<file path="config.mk">
export PLATFORM = sky130hd
export DESIGN_NAME = threshold_monitor
export DESIGN_NICKNAME = d
export VERILOG_FILES = /design/src/rtl/threshold_pkg.sv /design/src/rtl/thresh_cmp.sv /design/src/rtl/threshold_monitor.sv
export SDC_FILE = /design/constraint.sdc
export NUM_CORES = 1
export LEC_CHECK = 0
export CELL_PAD_IN_SITES_DETAIL_PLACEMENT = 1
export CELL_PAD_IN_SITES_GLOBAL_PLACEMENT = 2
export CORE_MARGIN = 2
export CORE_UTILIZATION = 29
export DETAILED_ROUTE_END_ITERATION = 8
export PLACE_DENSITY = 0.94
export SLEW_MARGIN = 25
export SYNTH_ARGS = -nofsm -noshare
export SYNTH_HDL_FRONTEND = slang
export SYNTH_HIERARCHICAL = 1
export SYNTH_SLANG_ARGS = --single-unit
</file>
<file path="constraint.sdc">
create_clock -name iClk -period 3.3 [get_ports iClk]
set_input_delay 0.66 -clock iClk [delete_from_list [all_inputs] [get_ports iClk]]
set_output_delay 0.66 -clock iClk [all_outputs]
set_load 0.005 [all_outputs]
</file>
<file path="src/rtl/threshold_pkg.sv">
// Shared zone encoding and sizing helper for the threshold monitor.
package threshold_pkg;

  // Zone encoding as seen on oState and oEvtCode; value 3 is never produced.
  typedef enum logic [1:0] {
    ZONE_MID  = 2'd0,
    ZONE_HIGH = 2'd1,
    ZONE_LOW  = 2'd2
  } zone_e;

  // Ceiling log2 with a floor of 1 bit, used to size the run counter
  // as clog2(DEBOUNCE+1) so it can hold the full 0..DEBOUNCE range.
  function automatic int clog2(input int value);
    int r;
    r = 0;
    for (int i = 0; i < 32; i++) begin
      if ((1 << r) < value) r = r + 1;
    end
    if (r == 0) r = 1;
    return r;
  endfunction

endpackage

</file>
<file path="src/rtl/thresh_cmp.sv">
// Combinational sample-vs-threshold classifier. When the sample is both
// above iHigh and below iLow (inverted thresholds), "above" wins, so the
// two outputs are never asserted together.
module thresh_cmp #(
  parameter int WIDTH = 4
) (
  input  logic [WIDTH-1:0] sample,
  input  logic [WIDTH-1:0] high,
  input  logic [WIDTH-1:0] low,
  output logic             above,
  output logic             below
);

  // Unsigned compares; below is masked by above to resolve the overlap.
  always_comb begin
    above = (sample > high);
    below = (sample < low) && !(sample > high);
  end

endmodule

</file>
<file path="src/rtl/threshold_monitor.sv">
// Debounced three-zone threshold monitor.
//
// Handshakes (valid/ready):
//   Sample side: a sample transfers at a rising edge where iValid && oReady.
//     oReady = !oEvtValid || iEvtReady, so a sample is only taken when the
//     event slot is free or being emptied at that same edge.
//   Event side: oEvtValid/oEvtCode are held stable until an edge with
//     iEvtReady = 1; that edge empties the slot unless a new transition is
//     created at the same edge, in which case the slot reloads with it.
//
// State (oState doubles as the FSM state observation point):
//   MID  -> HIGH/LOW after DEBOUNCE consecutive above/below samples
//           (a direction change restarts the run at 1).
//   HIGH -> MID after DEBOUNCE consecutive !above samples.
//   LOW  -> MID after DEBOUNCE consecutive !below samples.
module threshold_monitor
  import threshold_pkg::*;
#(
  parameter int WIDTH    = 4,
  parameter int DEBOUNCE = 3
) (
  input  logic             iClk,
  input  logic             iRst_n,
  input  logic             iValid,
  output logic             oReady,
  input  logic [WIDTH-1:0] iSample,
  input  logic [WIDTH-1:0] iHigh,
  input  logic [WIDTH-1:0] iLow,
  input  logic             iClear,
  output logic [1:0]       oState,
  output logic             oEvtValid,
  input  logic             iEvtReady,
  output logic [1:0]       oEvtCode
);

  localparam int            CW  = clog2(DEBOUNCE + 1);
  localparam logic [CW-1:0] DEB = CW'(DEBOUNCE);
  localparam logic [CW-1:0] ONE = CW'(1);

  zone_e         state_q, state_d;
  logic [CW-1:0] cnt_q, cnt_d;
  logic          dir_q, dir_d;        // 1 = run in MID is "above"
  logic          evt_valid_q, evt_valid_d;
  zone_e         evt_code_q, evt_code_d;

  logic          above, below;
  logic          accept;
  logic          qual;
  logic [CW-1:0] run;
  zone_e         next_zone;

  thresh_cmp #(
    .WIDTH (WIDTH)
  ) u_cmp (
    .sample (iSample),
    .high   (iHigh),
    .low    (iLow),
    .above  (above),
    .below  (below)
  );

  // Sample acceptance and event-side readiness.
  always_comb begin
    oReady = !evt_valid_q || iEvtReady;
    accept = iValid && oReady;
  end

  // Next-state: clear has priority, then per-sample run/zone update.
  always_comb begin
    state_d     = state_q;
    cnt_d       = cnt_q;
    dir_d       = dir_q;
    evt_valid_d = evt_valid_q;
    evt_code_d  = evt_code_q;
    qual        = 1'b0;
    run         = cnt_q;
    next_zone   = ZONE_MID;

    if (evt_valid_q && iEvtReady) evt_valid_d = 1'b0;

    if (iClear) begin
      state_d     = ZONE_MID;
      cnt_d       = '0;
      dir_d       = 1'b1;
      evt_valid_d = 1'b0;
    end else if (accept) begin
      case (state_q)
        ZONE_HIGH: qual = !above;
        ZONE_LOW:  qual = !below;
        default:   qual = above || below;
      endcase

      if (!qual) begin
        run = '0;
      end else if ((state_q == ZONE_MID) && (cnt_q != '0) && (dir_q != above)) begin
        run = ONE;
      end else if (cnt_q < DEB) begin
        run = cnt_q + ONE;
      end

      if ((state_q == ZONE_MID) && qual) dir_d = above;
      cnt_d = run;

      if (qual && (run == DEB)) begin
        if (state_q == ZONE_MID) next_zone = above ? ZONE_HIGH : ZONE_LOW;
        else                     next_zone = ZONE_MID;
        state_d     = next_zone;
        cnt_d       = '0;
        evt_valid_d = 1'b1;
        evt_code_d  = next_zone;
      end
    end
  end

  // State, run counter and event registers with asynchronous reset.
  always_ff @(posedge iClk or negedge iRst_n) begin
    if (!iRst_n) begin
      state_q     <= ZONE_MID;
      cnt_q       <= '0;
      dir_q       <= 1'b1;
      evt_valid_q <= 1'b0;
      evt_code_q  <= ZONE_MID;
    end else begin
      state_q     <= state_d;
      cnt_q       <= cnt_d;
      dir_q       <= dir_d;
      evt_valid_q <= evt_valid_d;
      evt_code_q  <= evt_code_d;
    end
  end

  // Output mapping.
  always_comb begin
    oState    = state_q;
    oEvtValid = evt_valid_q;
    oEvtCode  = evt_code_q;
  end

endmodule

</file>
* Word-level counts from Yosys, hierarchy flattened
Cells that the tools add are included.
** Word-level totals
- Bits in registers :: 8
- Output and inout port bits :: 6
- Bits of input ports :: 17
** Operators by class
- Reduce and logical (&&, ||, !) cells :: 20
- Muxes and demuxes :: 23
- Add/sub/neg operators :: 1
- Eq/ne operators :: 4
- Order comparisons :: 3
- Bitwise gates (word level) :: 1
** Operators with widths (count)
- 2-bit two-way mux :: 13
- 1-bit two-way mux :: 9
- 2-bit nonzero test :: 4
- 1-bit logical AND :: 7
- 2-bit == test, second input constant :: 2
- 4-bit greater-than comparator :: 1
- 4-bit less-than comparator :: 1
- 2-bit AND reduction :: 2
- 1-bit logical NOT :: 3
- 3-bit AND reduction :: 1
- 2-bit by 1-bit adder with 2-bit output, second input constant :: 1
- 2-bit by 1-bit == test with 1-bit output, second input constant :: 1
- 2-bit logical NOT :: 1
- 1-bit logical OR :: 2
- 2-bit less-than comparator, second input constant :: 1
- 1-bit case mux with 2 select lines :: 1
- 1-bit != test :: 1
- 1-bit NOT :: 1

* Depth between registers and ports, before layout
- Word-level depth :: 15
- Depth in mapped cells :: 10

* Modules after synthesis
Netlist, hierarchy kept.
** Modules (own cells, without submodules)
- threshold_monitor :: area an instance 509.2 um^2, cells an instance 48, times used 1
- thresh_cmp :: area an instance 196.4 um^2, cells an instance 22, times used 1

* Worst setup path before layout
Ideal clock, no wire load.
- Kind :: in2reg
- Start :: input port iHigh[1]
- End :: register evt_code_q[0] (netlist: oEvtCode[0])
- Slack :: 0.708 ns
- Arrival time :: 2.467 ns
- Library setup time :: 0.125 ns
- Stages on the path :: 10
- Path through :: inv_1 ha_1 nor2b_4 o211ai_2 a21oi_2 a2111oi_2 nor3_1 a31oi_4 nand4_4 mux2_4
** Between the ends
- Longest elaborated chain between the ends :: 13
** RTL lines
- from (decl) :: line threshold_monitor.sv:27 : input logic [WIDTH-1:0] iHigh,
- 4-bit greater-than comparator * :: line thresh_cmp.sv:16 : above = (sample > high);
- net above :: line threshold_monitor.sv:46 : logic above, below;
- 1-bit logical NOT * :: line thresh_cmp.sv:17, threshold_monitor.sv:88
- 1-bit logical AND * :: line thresh_cmp.sv:17 : below = (sample < low) && !(sample > high);
- net below :: line threshold_monitor.sv:46
- 1-bit logical OR or 1-bit logical NOT (tied branches) :: line threshold_monitor.sv:90, threshold_monitor.sv:89
- 1-bit case mux with 2 select lines * :: line threshold_monitor.sv:87 : case (state_q)
- 1-bit two-way mux * :: line threshold_monitor.sv:86 : end else if (accept) begin
- 1-bit two-way mux * :: line threshold_monitor.sv:81 : if (iClear) begin
- 2-bit two-way mux :: line threshold_monitor.sv:93 : if (!qual) begin
- 2-bit two-way mux :: line threshold_monitor.sv:86
- 2-bit two-way mux :: line threshold_monitor.sv:81
- 2-bit == test :: line threshold_monitor.sv:104 : if (qual && (run == DEB)) begin
- 1-bit logical AND * :: line threshold_monitor.sv:104
- 3-bit AND reduction (no line) *
- to (signal assigned) :: line threshold_monitor.sv:128 : evt_code_q <= evt_code_d;
- to (decl) :: line threshold_monitor.sv:44 : zone_e evt_code_q, evt_code_d;
Mark *: on every way through the listed nets, which the timed path passes. The rest lies on a longest branch. The select of a mux whose other input is x is not followed.
A chain may end at the register's enable or synchronous reset.

* Worst setup path after layout
- Start :: input port iSample[1]
- End :: register evt_code_q[0] (netlist: oEvtCode[0])
** Between the ends
- Longest elaborated chain between the ends :: 13
** RTL lines
- from (decl) :: line threshold_monitor.sv:26 : input logic [WIDTH-1:0] iSample,
- 4-bit greater-than comparator * :: line thresh_cmp.sv:16
- net above :: line threshold_monitor.sv:46
- 1-bit logical NOT * :: line thresh_cmp.sv:17, threshold_monitor.sv:88
- 1-bit logical AND * :: line thresh_cmp.sv:17
- net below :: line threshold_monitor.sv:46
- 1-bit logical OR or 1-bit logical NOT (tied branches) :: line threshold_monitor.sv:90, threshold_monitor.sv:89
- 1-bit case mux with 2 select lines * :: line threshold_monitor.sv:87
- 1-bit two-way mux * :: line threshold_monitor.sv:86
- 1-bit two-way mux * :: line threshold_monitor.sv:81
- 2-bit two-way mux :: line threshold_monitor.sv:93
- 2-bit two-way mux :: line threshold_monitor.sv:86
- 2-bit two-way mux :: line threshold_monitor.sv:81
- 2-bit == test :: line threshold_monitor.sv:104
- 1-bit logical AND * :: line threshold_monitor.sv:104
- 3-bit AND reduction (no line) *
Marks and branches as above.

==> impl_metrics.toml <==
[cts]
clock-root-buffer = "clkbuf_4"
cts-buffers-inserted = 3
clk_pin_slew_ns = 0.06
clock-sinks = 8
cts_tree = "built"
post_cts_resized = 0
htree_levels = 1
clkLatencyLatePin_ns = 0.27
post-cts-setup-buffer-count = 0
clockBufferDepth = 2
ctsHoldBuffers = 0

[drt]
wire_per_inst_um = 13.2
final_antenna_net_count = 0
vias = 613
drtIter0Drc = 5
viasPerCell = 4.94
firstDrtPassIters = 4
drc_errors = 0
wirelength_mm = 1.63

[synthesis]
synth.distinct_cells = 36
avgSynthCellArea_um2 = 10.1
syn_nets = 97
yosys_register_bits = 8
yosysWarnings = 6
async_flop_share = 1.00
synthCells = 70
synth_seq_area_share = 0.285
syn_area_um2 = 706
synth_flop_cell = "dfrtp_1"
synth_edf_count = 0

[global_routing]
overflow = 0
grt_pass1_vias = 647
grt_util_met3 = 0.0452
met2_usage = 0.206
grt_max_degree = 10
busiest_layer = "met2"
grtUsageTotal = 0.136
grt_pass1_wl_mm = 2.75
gr-usage-met1 = 0.178
antenna_found_initial = 0

[worst_setup_path]
worstSetupPathType = "input pin to flop"
critical_path_arrival_ns = 3.05
setup.worst_path.start_class = "input pin"
crit_path_end_kind = "flop"
required_ns = 3.45
cp_max_fo = 7

[floorplanning]
ioPinCount = 23
initial_core_util = 0.313
die_y_um = 53.3
coreArea_um2 = 2250
std_cell_rows = 17
die_w_um = 53.3
dieArea_um2 = 2840

[sta]
worst_pin_slew_ns = 0.374
maxSlewHeadroom = 0.749
layout_min_cycle_time_ns = 2.89
maxSlewViolCount = 0
hold_viol = 0
finalClockSkew_ns = 0.00380
finalSetupTns_ns = 0
hold_slack_ns = 0.517
rsz0062_at_grt = "no"
fin_crit_sh = 0.877
setup_viol = 0
fmax_mhz = 346

[final_layout]
drive_gt1_frac = 0.188
nFillCells = 275
layout_commonest_cell = "clkdlybuf4s50_1"
nets = 124
instances_no_fill = 124
layout_common_cells = "clkdlybuf4s50_1 (22), ha_1 (10), inv_1 (8), dfrtp_1 (7), nand2_1 (4)"
syn2layout_area_growth_pct = 40.4
n_antenna_cell = 0

[placed_design]
place_congestion = 0.751
numPortBuffers = 22
dpl.hpwl_mm = 1.34
dp_cells = 120

[run_status]
status = "completed"

[min_path]
hp-class = "flop to flop"

[pwr]
p_leak_uw = 0.000449
powerDensity_nw_per_um2 = 297
peakVddDrop_v = 0.000204

[job]
maxCapViolCount = 0
[area by class of cell]
cell class / count / area, um2 / share of cell area
multi-input combinational: 52 / 467 / 0.471
sequential: 8 / 201 / 0.203
tap: 28 / 35.0 / 0.0354
clock buffer: 4 / 26.3 / 0.0265
timing repair buffer: 23 / 228 / 0.230
inverter: 9 / 33.8 / 0.0341
[kinds of logic after synthesis]
logic type,share of synthesized area
and+or+nand+nor,0.252
AOI/OAI and AO/OA,0.184
buffers and inverters,0.0532
adders and majority gates,0.177
DFF,0.285
muxes,0.0355
xor gates and xnor gates,0.0124
[state kept, by name, indices dropped and copies added, names as in the netlist]
register,cells
oEvtValid,1
cnt_q,2
oState,2
dir_q,1
oEvtCode,2
[synthesized netlist by cell type (2+ instances only)]
library cell / instances / share of area
ha_1: 10 / 0.18
inv_1: 8 / 0.043
dfrtp_1: 7 / 0.25
nand2_1: 4 / 0.021
a21oi_1: 3 / 0.021
nand2b_1: 3 / 0.027
nand4_1: 3 / 0.027
nor2_1: 2 / 0.011
nor2b_1: 2 / 0.018
o2bb2ai_1: 2 / 0.025
[per-stage QoR]
step | instance area (um2) | worst slack, ns | utilization | power, uW
after global routing | 991 | 0.277 | 0.440 | 317
after CTS | 991 | 0.390 | 0.440 | 301
after global placement | 965 | 0.198 | 0.428 | 206
after floorplan | 706 | 0.708 | - | 169
final | 991 | 0.406 | 0.440 | 294
after detailed placement | 965 | 0.110 | 0.428 | 210
[path summary, 6_finish.rpt]
path                                  start          end  slack, ns  cells past startpoint
worst max-delay path             iSample[1]  oEvtCode[0]       0.41                     10
max in group asynchronous            iRst_n        dir_q       2.33                      1
worst max register to register    oState[1]  oEvtCode[0]       1.51                      6
min in group asynchronous            iRst_n     cnt_q[0]       0.67                      1
worst min-delay path            oEvtCode[1]  oEvtCode[1]       0.52                      1
worst min register to register  oEvtCode[1]  oEvtCode[1]       0.52                      1
[where the power goes]
| part | switching, uW | internal, uW |
|---|---|---|
| Sequential | 3.92 | 105 |
| Combinational | 45.1 | 54.0 |
| Clock | 39.6 | 46.7 |
[per-layer routing]
layer | vias to the layer above | part of all wire
met5 | - | 0
met1 | 289 | 0.46
met2 | 20 | 0.47
met4 | 0 | 0.0061
li1 | 302 | -
met3 | 2 | 0.059
[worst max-delay path: stages]
cell and delay [ns]:
clkdlybuf4s50_1 0.46, ha_1 0.32, nor2b_4 0.13, o211ai_2 0.14, a21oi_2 0.09, a2111oi_2 0.37, nor3_1 0.14, a31oi_4 0.28
nand4_4 0.15, mux2_4 0.31
(Power assumes the default switching activity.)
